## src/rtl/rx_frame_drain_pkg.sv

```systemverilog
// Shared definitions for the receive-side drain controller: state encoding,
// frame-info field layout and descriptor helpers.
package rx_frame_drain_pkg;

    localparam int unsigned FRAME_INFO_W = 28;
    localparam int unsigned COUNT_LSB    = 0;
    localparam int unsigned COUNT_MSB    = 7;
    localparam int unsigned STAMP_LSB    = 8;
    localparam int unsigned STAMP_MSB    = 27;
    localparam int unsigned STAMP_W      = STAMP_MSB - STAMP_LSB + 1;
    localparam int unsigned REMAIN_W     = 9;

    typedef enum logic [2:0] {
        ST_IDLE,
        ST_INFO_CAP,
        ST_BYTE_WAIT,
        ST_BYTE_CAP,
        ST_PRESENT,
        ST_ABORT
    } state_e;

    // A descriptor count of zero encodes a full 256-byte frame.
    function automatic logic [REMAIN_W-1:0] count_to_remain(input logic [7:0] count);
        return (count == 8'd0) ? 9'd256 : {1'b0, count};
    endfunction

endpackage

```

## src/rtl/rx_drain_timer.sv

```systemverilog
// Baud-tick timeout counter: clearable, counts enabled ticks, flags when the
// count reaches a non-zero limit (a zero limit never expires).
module rx_drain_timer #(
    parameter int unsigned TO_WIDTH = 16
) (
    input  logic                clk,
    input  logic                rst,
    input  logic                clear_i,
    input  logic                tick_i,
    input  logic [TO_WIDTH-1:0] limit_i,
    output logic                expired_o
);

    logic [TO_WIDTH-1:0] count_q;
    logic [TO_WIDTH-1:0] count_d;

    always_comb begin
        count_d = count_q;
        if (clear_i) begin
            count_d = '0;
        end else if (tick_i && (count_q != '1)) begin
            count_d = count_q + 1'b1;
        end
    end

    always_ff @(posedge clk) begin
        if (rst) begin
            count_q <= '0;
        end else begin
            count_q <= count_d;
        end
    end

    assign expired_o = (limit_i != '0) && (count_q >= limit_i);

endmodule

```

## src/rtl/rx_frame_drain.sv

```systemverilog
// Drains one frame descriptor and its bytes from the receive FIFOs and
// presents the bytes on a valid/ready stream with first/last/stamp tags.
module rx_frame_drain
    import rx_frame_drain_pkg::*;
#(
    parameter int unsigned TO_WIDTH = 16
) (
    input  logic                    clk,
    input  logic                    rst,
    input  logic                    enable_i,
    input  logic                    BaudSig_i,
    input  logic [TO_WIDTH-1:0]     timeout_i,
    input  logic [FRAME_INFO_W-1:0] frame_info_i,
    input  logic                    frame_empty_i,
    output logic                    n_rd_frame_o,
    input  logic [7:0]              rx_data_i,
    input  logic                    rx_empty_i,
    output logic                    n_rd_o,
    output logic [7:0]              out_data_o,
    output logic                    out_valid_o,
    input  logic                    out_ready_i,
    output logic                    out_first_o,
    output logic                    out_last_o,
    output logic [STAMP_W-1:0]      out_stamp_o,
    output logic                    frame_abort_o,
    output logic [7:0]              abort_cnt_o,
    output logic                    busy_o
);

    state_e              state_q, state_d;
    logic [REMAIN_W-1:0] remain_q, remain_d;
    logic                first_flag_q, first_flag_d;
    logic [7:0]          data_q, data_d;
    logic                first_q, first_d;
    logic                last_q, last_d;
    logic [STAMP_W-1:0]  stamp_q, stamp_d;
    logic [7:0]          abort_cnt_q, abort_cnt_d;

    logic rd_frame_n;
    logic rd_byte_n;
    logic timer_clear;
    logic timer_tick;
    logic timer_expired;

    rx_drain_timer #(
        .TO_WIDTH (TO_WIDTH)
    ) u_timer (
        .clk       (clk),
        .rst       (rst),
        .clear_i   (timer_clear),
        .tick_i    (timer_tick),
        .limit_i   (timeout_i),
        .expired_o (timer_expired)
    );

    always_comb begin
        state_d      = state_q;
        remain_d     = remain_q;
        first_flag_d = first_flag_q;
        data_d       = data_q;
        first_d      = first_q;
        last_d       = last_q;
        stamp_d      = stamp_q;
        abort_cnt_d  = abort_cnt_q;
        rd_frame_n   = 1'b1;
        rd_byte_n    = 1'b1;
        timer_clear  = 1'b0;
        timer_tick   = 1'b0;

        unique case (state_q)
            ST_IDLE: begin
                if (enable_i && !frame_empty_i) begin
                    rd_frame_n = 1'b0;
                    state_d    = ST_INFO_CAP;
                end
            end
            ST_INFO_CAP: begin
                remain_d     = count_to_remain(frame_info_i[COUNT_MSB:COUNT_LSB]);
                stamp_d      = frame_info_i[STAMP_MSB:STAMP_LSB];
                first_flag_d = 1'b1;
                timer_clear  = 1'b1;
                state_d      = ST_BYTE_WAIT;
            end
            ST_BYTE_WAIT: begin
                // An arriving byte takes priority over a coincident baud tick.
                if (!rx_empty_i) begin
                    rd_byte_n = 1'b0;
                    state_d   = ST_BYTE_CAP;
                end else begin
                    timer_tick = BaudSig_i;
                    if (timer_expired) begin
                        state_d = ST_ABORT;
                    end
                end
            end
            ST_BYTE_CAP: begin
                data_d  = rx_data_i;
                first_d = first_flag_q;
                last_d  = (remain_q == 9'd1);
                state_d = ST_PRESENT;
            end
            ST_PRESENT: begin
                if (out_ready_i) begin
                    remain_d     = remain_q - 9'd1;
                    first_flag_d = 1'b0;
                    timer_clear  = 1'b1;
                    state_d      = (remain_q == 9'd1) ? ST_IDLE : ST_BYTE_WAIT;
                end
            end
            ST_ABORT: begin
                if (abort_cnt_q != '1) begin
                    abort_cnt_d = abort_cnt_q + 8'd1;
                end
                state_d = ST_IDLE;
            end
            default: begin
                state_d = ST_IDLE;
            end
        endcase
    end

    always_ff @(posedge clk) begin
        if (rst) begin
            state_q      <= ST_IDLE;
            remain_q     <= '0;
            first_flag_q <= 1'b0;
            data_q       <= '0;
            first_q      <= 1'b0;
            last_q       <= 1'b0;
            stamp_q      <= '0;
            abort_cnt_q  <= '0;
        end else begin
            state_q      <= state_d;
            remain_q     <= remain_d;
            first_flag_q <= first_flag_d;
            data_q       <= data_d;
            first_q      <= first_d;
            last_q       <= last_d;
            stamp_q      <= stamp_d;
            abort_cnt_q  <= abort_cnt_d;
        end
    end

    // Strobes are combinational; holding them high under reset keeps a
    // mid-frame reset from popping anything.
    assign n_rd_frame_o  = rd_frame_n | rst;
    assign n_rd_o        = rd_byte_n | rst;
    assign out_valid_o   = (state_q == ST_PRESENT);
    assign out_data_o    = data_q;
    assign out_first_o   = first_q;
    assign out_last_o    = last_q;
    assign out_stamp_o   = stamp_q;
    assign frame_abort_o = (state_q == ST_ABORT);
    assign abort_cnt_o   = abort_cnt_q;
    assign busy_o        = (state_q != ST_IDLE);

endmodule

```

## config.mk

```make
export PLATFORM = sky130hd
export DESIGN_NAME = rx_frame_drain
export DESIGN_NICKNAME = d
export VERILOG_FILES = /design/src/rtl/rx_frame_drain_pkg.sv /design/src/rtl/rx_drain_timer.sv /design/src/rtl/rx_frame_drain.sv
export SDC_FILE = /design/constraint.sdc
export NUM_CORES = 1
export LEC_CHECK = 0
export BUFFER_PORTS_ARGS = -buffer_cell sky130_fd_sc_hd__buf_2
export CELL_PAD_IN_SITES_DETAIL_PLACEMENT = 1
export CELL_PAD_IN_SITES_GLOBAL_PLACEMENT = 2
export CORE_ASPECT_RATIO = 0.8
export CORE_UTILIZATION = 31
export CTS_CLUSTER_DIAMETER = 50
export CTS_CLUSTER_SIZE = 14
export DETAILED_ROUTE_END_ITERATION = 8
export PLACE_DENSITY = 0.84
export SYNTH_ARGS = -nofsm -noshare
export SYNTH_HDL_FRONTEND = slang
export SYNTH_SLANG_ARGS = --single-unit
```

## constraint.sdc

```tcl
create_clock -name clk -period 3.08 [get_ports clk]
set_input_delay 0.462 -clock clk [delete_from_list [all_inputs] [get_ports clk]]
set_output_delay 0.462 -clock clk [all_outputs]
set_load 0.1 [all_outputs]
```

==> results of run 1 <==
[routing by layer]
metal / up-vias / routed length, µm / track usage [%]
li1: 1709 / - / -
met1: 1632 / 4600 / 21.4
met2: 53 / 4780 / 29.6
met3: 5 / 328 / 4.46
met4: 0 / 62 / 4.06
met5: - / 0 / 0
[tightest hold or removal path, cell delays in order]
cell and delay, ps:
buf_2 80, mux2i_1 50, nor2_1 70
[through the flow]
stage / util, % / std cells / area [µm²] / hold slack, ps / power [W]
6_report: 40.7 / 677 / 4420 / 370 / 0.00321
5_1_grt: 40.7 / 677 / 4420 / 374 / 0.00337
4_1_cts: 40.7 / 677 / 4420 / 361 / 0.00325
3_5_place_dp: 37.8 / 661 / 4100 / 446 / 0.00215
3_3_place_gp: 37.8 / 661 / 4100 / 439 / 0.00212
2_1_floorplan: - / 430 / 3460 / 454 / 0.00191
[layout by cell type (no fill, tap or decap), types with 6 or more instances in the layout]
master / count
a211oi_1: 8
o21ai_0: 19
buf_2: 101
xnor2_1: 12
nand2_1: 64
nor2_1: 45
a22oi_1: 6
and3_1: 6
nand3_1: 8
mux2i_1: 10
inv_1: 23
nor3_1: 10
nand4_1: 12
nand2b_1: 6
a21oi_1: 39
nor4_1: 6
clkbuf_16: 9
ha_1: 20
dfxtp_1: 67
[kinds of logic after synthesis]
logic type                 synth area share, %
and+or+nand+nor                           25.9
adders and majority gates                 7.24
muxes                                     2.90
AOI/OAI and AO/OA                         16.6
xor gates and xnor gates                  3.80
DFF                                       38.8
buffers and inverters                     4.78
[power by group]
part | switching, W | internal, W
Sequential | 0.0000921 | 0.000957
Clock | 0.000379 | 0.000706
Combinational | 0.000802 | 0.000272
Total | 0.00127 | 0.00193
[layout make-up]
type	count	share of cell area [%]
clock buffer	9	5.10
multi-input combinational	321	44.2
timing repair buffer	106	12.3
clock inverter	7	2.07
sequential	67	30.4
tap	144	4.08
inverter	23	1.95
[registers in the layout, indices dropped and copies added (netlist names)]
name,count
abort_cnt_o,8
first_flag_q,1
out_data_o,8
out_first_o,1
out_last_o,1
out_stamp_o,20
remain_q,9
state_q,3
u_timer.count_q,16
[cells in the mapped netlist (6+ instances only)]
cell type	number
nand2_1	64
a211oi_1	8
xnor2_1	12
a22oi_1	6
dfxtp_1	67
nand4_1	12
clkbuf_1	14
o21ai_0	19
inv_1	23
nand2b_1	6
nor3_1	10
a21oi_1	39
nor4_1	6
ha_1	20
nand3_1	8
mux2i_1	10
nor2_1	45
and3_1	6
[worst max-delay path by stage]
stage                                  startpoint                       to  slack, ps  cells after the start
after CTS                 state_q[2]$_SDFFE_PP0P_              out_valid_o        490                      3
final                     state_q[2]$_SDFFE_PP0P_              out_valid_o        500                      3
after detailed placement            timeout_i[13]  state_q[2]$_SDFFE_PP0P_        690                      8
after global placement              timeout_i[13]  state_q[2]$_SDFFE_PP0P_        810                      8
after global routing      state_q[2]$_SDFFE_PP0P_              out_valid_o        380                      3
after floorplan                               rst                   n_rd_o        830                      3
==> flow_metrics.py, run 1 <==
metrics = {
    "power": {
        "p_leak_nw": 1.96,
        "ir_drop_uv": 283,
        "powerDensity_mw_per_mm2": 726,
    },
    "synth": {
        "synth_area_leaders": "dfxtp_1 39%, ha_1 7.2%, nand2_1 6.9%, a21oi_1 5.6%, nor2_1 4.9%",
        "ys_warn_count": 0,
        "ys_types": 48,
        "synth_seq_cells": 67,
        "seq_area_frac_synth_pct": 38.8,
        "synth.avg_cell_area_um2": 8.04,
        "synth_top_cell_by_area": "dfxtp_1",
        "async_reset_ff_share_pct": 0,
        "syn-cell-area_mm2": 0.00346,
        "synth_ff_type": "dfxtp_1",
        "synth_cells": 430,
        "netlist.area_leader.share_pct": 38.8,
        "synth_edf_count": 0,
        "synth_nets": 509,
    },
    "floorplanning": {
        "initial_utilization_pct": 31.9,
        "ioPinCount": 102,
        "die_area_mm2": 0.0116,
        "dieWidth_um": 120,
        "coreArea_mm2": 0.0108,
        "rows": 34,
        "die_h_um": 96.5,
    },
    "sta": {
        "slew_headroom_pct": 55.2,
        "fin_crit_ps": 2580,
        "maxSlewViolCount": 0,
        "finalCritPeriodShare_pct": 83.9,
        "worst_slew_pin_slew_ps": 670,
        "final_hold_viol_count": 0,
        "fin_setup_tns_ps": 0,
        "finClkSkew_ps": 5.61,
        "max_freq_mhz": 387,
        "setup_viol_count_final": 0,
        "setup_ws_ps": 495,
        "rsz0062_at_grt": "false",
    },
    "layout": {
        "num_antenna_cells": 0,
        "syn2layout_area_growth_pct": 27.8,
        "nNetsFinal": 607,
        "n_fill_cell": 1353,
        "drive_above_1_share_pct": 24.4,
        "multi_input_area_mm2": 0.00195,
        "final-seq-area_mm2": 0.00134,
    },
    "grt": {
        "antenna_found_initial": 0,
        "grtUsageTotal_pct": 17.1,
        "grt_pass1_wl_mm": 15.6,
        "grt-ovfl-total": 0,
        "grt_max_degree": 43,
        "grt_pass1_vias": 3247,
    },
    "setup_path": {
        "slowest_stage": "dfxtp_1",
        "path_max_fanout": 14,
        "timing.critical_path.arrival_ps": 2120,
        "path_cells": "or3b_2 -> inv_1 -> buf_2",
        "slowest_delay_ps": 570,
        "crit_buf_inv": 2,
        "rr_worst_depth": 6,
        "r2r-start": "u_timer.count_q[13]$_SDFFE_PP0P_",
        "crit_family": "buffers and inverters",
        "worstPathRequired_ps": 2620,
        "rrSetupSlack_ps": 890,
        "reg2reg_to": "state_q[2]$_SDFFE_PP0P_",
        "end_kind": "output pin",
        "critPathLaunchType": "flip-flop",
        "path_class": "flip-flop to output pin",
    },
    "placement": {
        "place_ws_ps": 693,
        "place.detailed.hpwl_mm": 7.50,
        "globalplace.congestion": 0.769,
        "port_buffers": 101,
    },
    "routing": {
        "firstDrtPassIters": 4,
        "wirelength_mm": 9.77,
        "drt-wirelength-per-cell_um": 14.4,
        "via_per_inst": 5.02,
        "ant_nets": 0,
        "vias": 3399,
        "drc": 0,
        "first_iter_violations": 158,
    },
    "cts": {
        "numCtsBuffers": 9,
        "clockBufferDepth": 2,
        "cts.sinks": 67,
        "htreeDepth": 3,
        "clk_pin_slew_ps": 50,
        "cts_resized": 0,
        "cts_tree": "built",
        "cts_hold_buf": 0,
        "clkLatencyLatePin_ps": 330,
        "post_cts_buffers": 0,
        "clock-root-buffer": "clkbuf_16",
    },
    "hold_path": {
        "min_path_cells": 3,
        "min_to": "out_data_o[6]$_SDFFE_PP0N_",
        "hold_start": "rx_data_i[6]",
        "hold_path_class": "input port to flip-flop",
    },
    "job": {
        "drv_cap": 0,
    },
    "run_status": {
        "status": "finished, final reports clean",
    },
}
Note: power is estimated with default switching activity, not from simulation.
==> inputs of run 2 (changes only) <==
--- a/config.mk
+++ b/config.mk
@@ -9,11 +9,11 @@
 export CELL_PAD_IN_SITES_DETAIL_PLACEMENT = 1
 export CELL_PAD_IN_SITES_GLOBAL_PLACEMENT = 2
 export CORE_ASPECT_RATIO = 0.8
-export CORE_UTILIZATION = 31
+export CORE_UTILIZATION = 29
 export CTS_CLUSTER_DIAMETER = 50
 export CTS_CLUSTER_SIZE = 14
 export DETAILED_ROUTE_END_ITERATION = 8
-export PLACE_DENSITY = 0.84
+export PLACE_DENSITY = 0.79
 export SYNTH_ARGS = -nofsm -noshare
 export SYNTH_HDL_FRONTEND = slang
 export SYNTH_SLANG_ARGS = --single-unit
==> constraint.sdc (replaced) <==
create_clock -name clk -period 2.55 [get_ports clk]
set_input_delay 0.3825 -clock clk [delete_from_list [all_inputs] [get_ports clk]]
set_output_delay 0.3825 -clock clk [all_outputs]
set_load 0.1 [all_outputs]
==> run 2 against run 1 <==
Against the previous run: clock-buffer cell count grew 3; first-iteration DRC count is 18% lower; non-clock buffer count is the same; routed wire length is essentially flat; via count down 0.53%; critical path type unchanged.
==> flow_metrics.py, run 2 (same netlist as run 1, synthesis figures left out) <==
metrics = {
    "cts": {
        "clock-root-buffer": "clkbuf_16",
        "numCtsBuffers": 9,
        "cts_resized": 0,
        "post_cts_buffers": 0,
        "cts_tree": "built",
        "clkLatencyLatePin_ps": 330,
        "cts.sinks": 67,
        "htreeDepth": 3,
        "clk_pin_slew_ps": 50,
        "cts_hold_buf": 0,
        "clockBufferDepth": 2,
    },
    "sta": {
        "rsz0062_at_grt": "false",
        "max_freq_mhz": 442,
        "timing.hold.ws_ps": 287,
        "final_hold_viol_count": 0,
        "fin_setup_tns_ps": 0,
        "finalCritPeriodShare_pct": 88.8,
        "worst_slew_pin_slew_ps": 689,
        "maxSlewViolCount": 0,
        "fin_crit_ps": 2260,
        "slew_headroom_pct": 53.9,
        "setup_viol_count_final": 0,
        "finClkSkew_ps": 6.45,
    },
    "layout": {
        "layout_common_cells": "100 x buf_2, 67 x dfxtp_1, 64 x nand2_1",
        "largest_reg_flops": 20,
        "nNetsFinal": 607,
        "final_common_cell": "buf_2",
        "num_antenna_cells": 0,
        "final_cells": 681,
        "drive_above_1_share_pct": 24.2,
        "utilization_pct": 38.1,
        "syn2layout_area_growth_pct": 27.4,
    },
    "power": {
        "swShare_pct": 41.0,
        "switching_power_w": 0.00153,
        "p_int_w": 0.00220,
        "p_seq_share_pct": 34.0,
        "p_leak_nw": 1.94,
        "p_clk_share_pct": 31.3,
        "power_frac_comb_pct": 34.7,
        "powerDensity_mw_per_mm2": 846,
        "ir_drop_uv": 322,
    },
    "grt": {
        "grt_pass1_wl_mm": 16.2,
        "grtUsageTotal_pct": 16.7,
        "grt-ovfl-total": 0,
        "antenna_found_initial": 0,
        "grt_max_degree": 55,
        "grt_pass1_vias": 3352,
    },
    "floorplanning": {
        "coreArea_mm2": 0.0116,
        "ioPinCount": 102,
        "die_area_mm2": 0.0124,
        "dieWidth_um": 124,
        "initial_utilization_pct": 29.9,
        "rows": 35,
        "die_h_um": 99.7,
    },
    "routing": {
        "drc": 0,
        "ant_nets": 0,
        "first_iter_violations": 130,
        "via_per_inst": 4.96,
        "firstDrtPassIters": 4,
        "drt-wirelength-per-cell_um": 14.3,
        "vias": 3381,
        "wirelength_mm": 9.77,
    },
    "placement": {
        "globalplace.congestion": 0.761,
        "place.detailed.hpwl_mm": 7.32,
        "port_buffers": 101,
        "dp.cells": 665,
    },
    "job": {
        "drv_cap": 0,
    },
    "setup_path": {
        "slowest_stage": "dfxtp_1",
        "critPathLaunchType": "flip-flop",
        "path_max_fanout": 14,
        "end_kind": "output pin",
        "worstPathRequired_ps": 2170,
        "path_class": "flip-flop to output pin",
        "timing.critical_path.arrival_ps": 1880,
        "path_cells": "or3b_2 -> inv_1 -> buf_12",
        "slowest_delay_ps": 550,
    },
    "run_status": {
        "status": "finished, final reports clean",
    },
    "hold_path": {
        "hold_path_class": "input port to flip-flop",
    },
}
run 2: cell types whose count changed in the layout (fill, tap and decap cells not counted), sizes merged:
cell and change:
bufinv -2, inv -1, clkinv -1, clkinvlp +1
clkbuf +3
run 2: power by group through the flow:
| stage | Combinational [W] | Sequential [W] | Clock (W) |
|---|---|---|---|
| detailed placement | 0.00131 | 0.00129 | 0 |
| finish | 0.00129 | 0.00127 | 0.00117 |
| floorplan | 0.000629 | 0.00168 | 0 |
| global placement | 0.00129 | 0.00128 | 0 |
| global route | 0.00139 | 0.00129 | 0.00126 |
| CTS | 0.00131 | 0.00127 | 0.00120 |
run 2: routing by layer:
metal | track usage [%] | wire length (µm) | vias up | share of wire [%]
met2 | 27.4 | 4650 | 56 | 48
met3 | 4.30 | 472 | 10 | 4.8
met4 | 4.95 | 111 | 0 | 1.1
met1 | 21.4 | 4540 | 1608 | 46
met5 | 0 | 0 | - | 0
li1 | - | - | 1707 | -
run 2: stage by stage:
step           setup WS (ps)  power, W  cell area (µm²)
3_5_place_dp             238   0.00260             4120
3_3_place_gp             297   0.00257             4120
4_1_cts                  244   0.00378             4400
2_1_floorplan            352   0.00231             3460
5_1_grt                  147   0.00394             4400
6_report                 286   0.00372             4400
run 2: final timing paths:
kind / start / to / slack [ps] / depth (start not counted)
worst max-delay path: state_q[2]$_SDFFE_PP0P_ / out_valid_o / 290 / 3
worst min-delay path: rx_data_i[7] / out_data_o[7]$_SDFFE_PP0N_ / 290 / 3
worst max register to register: u_timer.count_q[13]$_SDFFE_PP0P_ / state_q[2]$_SDFFE_PP0P_ / 370 / 6
worst min register to register: out_stamp_o[19]$_SDFFE_PP0P_ / out_stamp_o[19]$_SDFFE_PP0P_ / 450 / 2
run 2: cell type report:
type	instances	area (µm²)
fill	1471	7160
multi-input combinational	321	1950
sequential	67	1340
timing repair buffer	106	558
clock buffer	12	256
tap	148	185
inverter	23	86.3
clock inverter	4	25.0
run 2: critical path, delay by kind of cell (launching register included):
family                 cells  cell delay, ps
buffers and inverters      2             500
flip-flops                 1             550
AND/OR/NAND/NOR            1             500
==> inputs of run 3 (changes only) <==
--- a/config.mk
+++ b/config.mk
@@ -6,14 +6,12 @@
 export NUM_CORES = 1
 export LEC_CHECK = 0
 export BUFFER_PORTS_ARGS = -buffer_cell sky130_fd_sc_hd__buf_2
-export CELL_PAD_IN_SITES_DETAIL_PLACEMENT = 1
-export CELL_PAD_IN_SITES_GLOBAL_PLACEMENT = 2
 export CORE_ASPECT_RATIO = 0.8
-export CORE_UTILIZATION = 29
+export CORE_UTILIZATION = 45
 export CTS_CLUSTER_DIAMETER = 50
 export CTS_CLUSTER_SIZE = 14
 export DETAILED_ROUTE_END_ITERATION = 8
-export PLACE_DENSITY = 0.79
+export PLACE_DENSITY = 0.71
 export SYNTH_ARGS = -nofsm -noshare
 export SYNTH_HDL_FRONTEND = slang
 export SYNTH_SLANG_ARGS = --single-unit
==> run 3 against run 2 <==
Against the previous run: power fell by 8.7%; sequential power barely moved; final cell count fell by 6.3%; design area fell by 3.3%; non-clock buffer count did not move; utilization rose by 19 points; die area fell by 35%; hold slack got worse by 8.5 ps; routed wire length fell by 17%; sequential share of layout area rose by 1.0 points; critical path type unchanged; highest routed layer unchanged.
==> flow_metrics.py, run 3 (same netlist as run 1, synthesis figures left out) <==
metrics = {
    "run_status": {
        "status": "finished, final reports clean",
    },
    "layout": {
        "drive_above_1_share_pct": 24.4,
        "syn2layout_area_growth_pct": 23.2,
        "num_antenna_cells": 0,
        "final_cells": 638,
        "final_common_cell": "buf_2",
        "layout_common_cells": "100 x buf_2, 67 x dfxtp_1, 64 x nand2_1",
        "largest_reg_flops": 20,
        "nNetsFinal": 607,
    },
    "grt": {
        "grtUsageTotal_pct": 20.4,
        "grt-ovfl-total": 0,
        "antenna_found_initial": 0,
        "grt_pass1_vias": 2898,
        "grt_pass1_wl_mm": 13.2,
        "grt_max_degree": 55,
    },
    "setup_path": {
        "worstPathRequired_ps": 2170,
        "rr_worst_depth": 6,
        "timing.critical_path.arrival_ps": 1860,
        "path_max_fanout": 14,
        "end_kind": "output pin",
        "reg2reg_to": "state_q[2]$_SDFFE_PP0P_",
        "rrSetupSlack_ps": 340,
        "critPathLaunchType": "flip-flop",
        "startpoint": "state_q[2]$_SDFFE_PP0P_",
        "critPathCapture": "out_valid_o",
        "r2r-start": "u_timer.count_q[13]$_SDFFE_PP0P_",
        "path_class": "flip-flop to output pin",
    },
    "routing": {
        "via_per_inst": 5.25,
        "wirelength_mm": 8.13,
        "firstDrtPassIters": 4,
        "ant_nets": 0,
        "vias": 3347,
        "drt-wirelength-per-cell_um": 12.7,
        "first_iter_violations": 105,
        "drc": 0,
    },
    "power": {
        "power_w": 0.00340,
        "p_leak_nw": 1.91,
        "ir_drop_uv": 371,
        "powerDensity_mw_per_mm2": 799,
    },
    "sta": {
        "fin_crit_ps": 2240,
        "worst_slew_pin_slew_ps": 687,
        "max_freq_mhz": 446,
        "setup_viol_count_final": 0,
        "rsz0062_at_grt": "false",
        "finClkSkew_ps": 11.2,
        "maxSlewViolCount": 0,
        "final_hold_viol_count": 0,
        "fin_setup_tns_ps": 0,
        "finalCritPeriodShare_pct": 88.0,
        "slew_headroom_pct": 54.0,
    },
    "floorplanning": {
        "coreArea_mm2": 0.00743,
        "rows": 28,
        "initial_utilization_pct": 46.5,
        "die_h_um": 80.4,
        "die_area_mm2": 0.00804,
        "ioPinCount": 102,
        "dieWidth_um": 100,
    },
    "cts": {
        "clk_pin_slew_ps": 70,
        "htreeDepth": 3,
        "numCtsBuffers": 9,
        "post_cts_buffers": 0,
        "cts_resized": 0,
        "clockBufferDepth": 2,
        "clkLatencyLatePin_ps": 330,
        "cts_tree": "built",
        "cts_hold_buf": 0,
        "clock-root-buffer": "clkbuf_8",
        "cts.sinks": 67,
    },
    "placement": {
        "port_buffers": 101,
        "place.detailed.hpwl_mm": 5.91,
        "dp.cells": 622,
        "globalplace.congestion": 0.844,
    },
    "job": {
        "drv_cap": 0,
    },
    "hold_path": {
        "hold_path_class": "input port to flip-flop",
    },
}
## run 3: critical path, cell delays in order (launching register included)
cell and delay (ps):
dfxtp_1 540, or3b_2 490, inv_1 270, buf_12 220
## run 3: final cells by class
class	instances	area [µm²]
flip-flops and latches	67	1340
inverters	23	86.3
well taps	105	131
clock buffers	9	124
multi-input cells	321	1950
fillers	710	3170
clock inverters	7	67.6
repair buffers	106	558
## run 3: stage by stage
| stage | area, µm² | setup WS [ps] | util (%) | hold WS (ps) |
|---|---|---|---|---|
| after floorplan | 3460 | 352 | - | 454 |
| after global placement | 4070 | 358 | 54.8 | 439 |
| after detailed placement | 4070 | 242 | 54.8 | 443 |
| after CTS | 4260 | 301 | 57.3 | 266 |
| after global routing | 4260 | 220 | 57.3 | 267 |
| final | 4260 | 306 | 57.3 | 278 |
## run 3: worst min-delay path by stage
| stage | startpoint | end | cells after the start |
|---|---|---|---|
| final | frame_info_i[17] | out_stamp_o[9]$_SDFFE_PP0P_ | 3 |
| after global routing | frame_info_i[21] | out_stamp_o[13]$_SDFFE_PP0P_ | 3 |
| after CTS | rx_data_i[2] | out_data_o[2]$_SDFFE_PP0N_ | 3 |
| after detailed placement | out_stamp_o[8]$_SDFFE_PP0P_ | out_stamp_o[8]$_SDFFE_PP0P_ | 2 |
| after global placement | out_stamp_o[1]$_SDFFE_PP0P_ | out_stamp_o[1]$_SDFFE_PP0P_ | 2 |
| after floorplan | remain_q[8]$_SDFFE_PP0P_ | remain_q[8]$_SDFFE_PP0P_ | 2 |
## run 3: metal layers
metal | vias up | part of all wire (%) | GRT usage, %
met2 | 83 | 46 | 32.8
met5 | - | 0 | 0
met1 | 1538 | 48 | 26.9
li1 | 1709 | - | -
met4 | 0 | 1.9 | 8.12
met3 | 17 | 4.0 | 4.26
## run 3: power breakdown
part           internal, W  total [W]  switching, W
Sequential         0.00115    0.00126      0.000107
Combinational     0.000332    0.00128      0.000953
Clock             0.000450   0.000856      0.000407
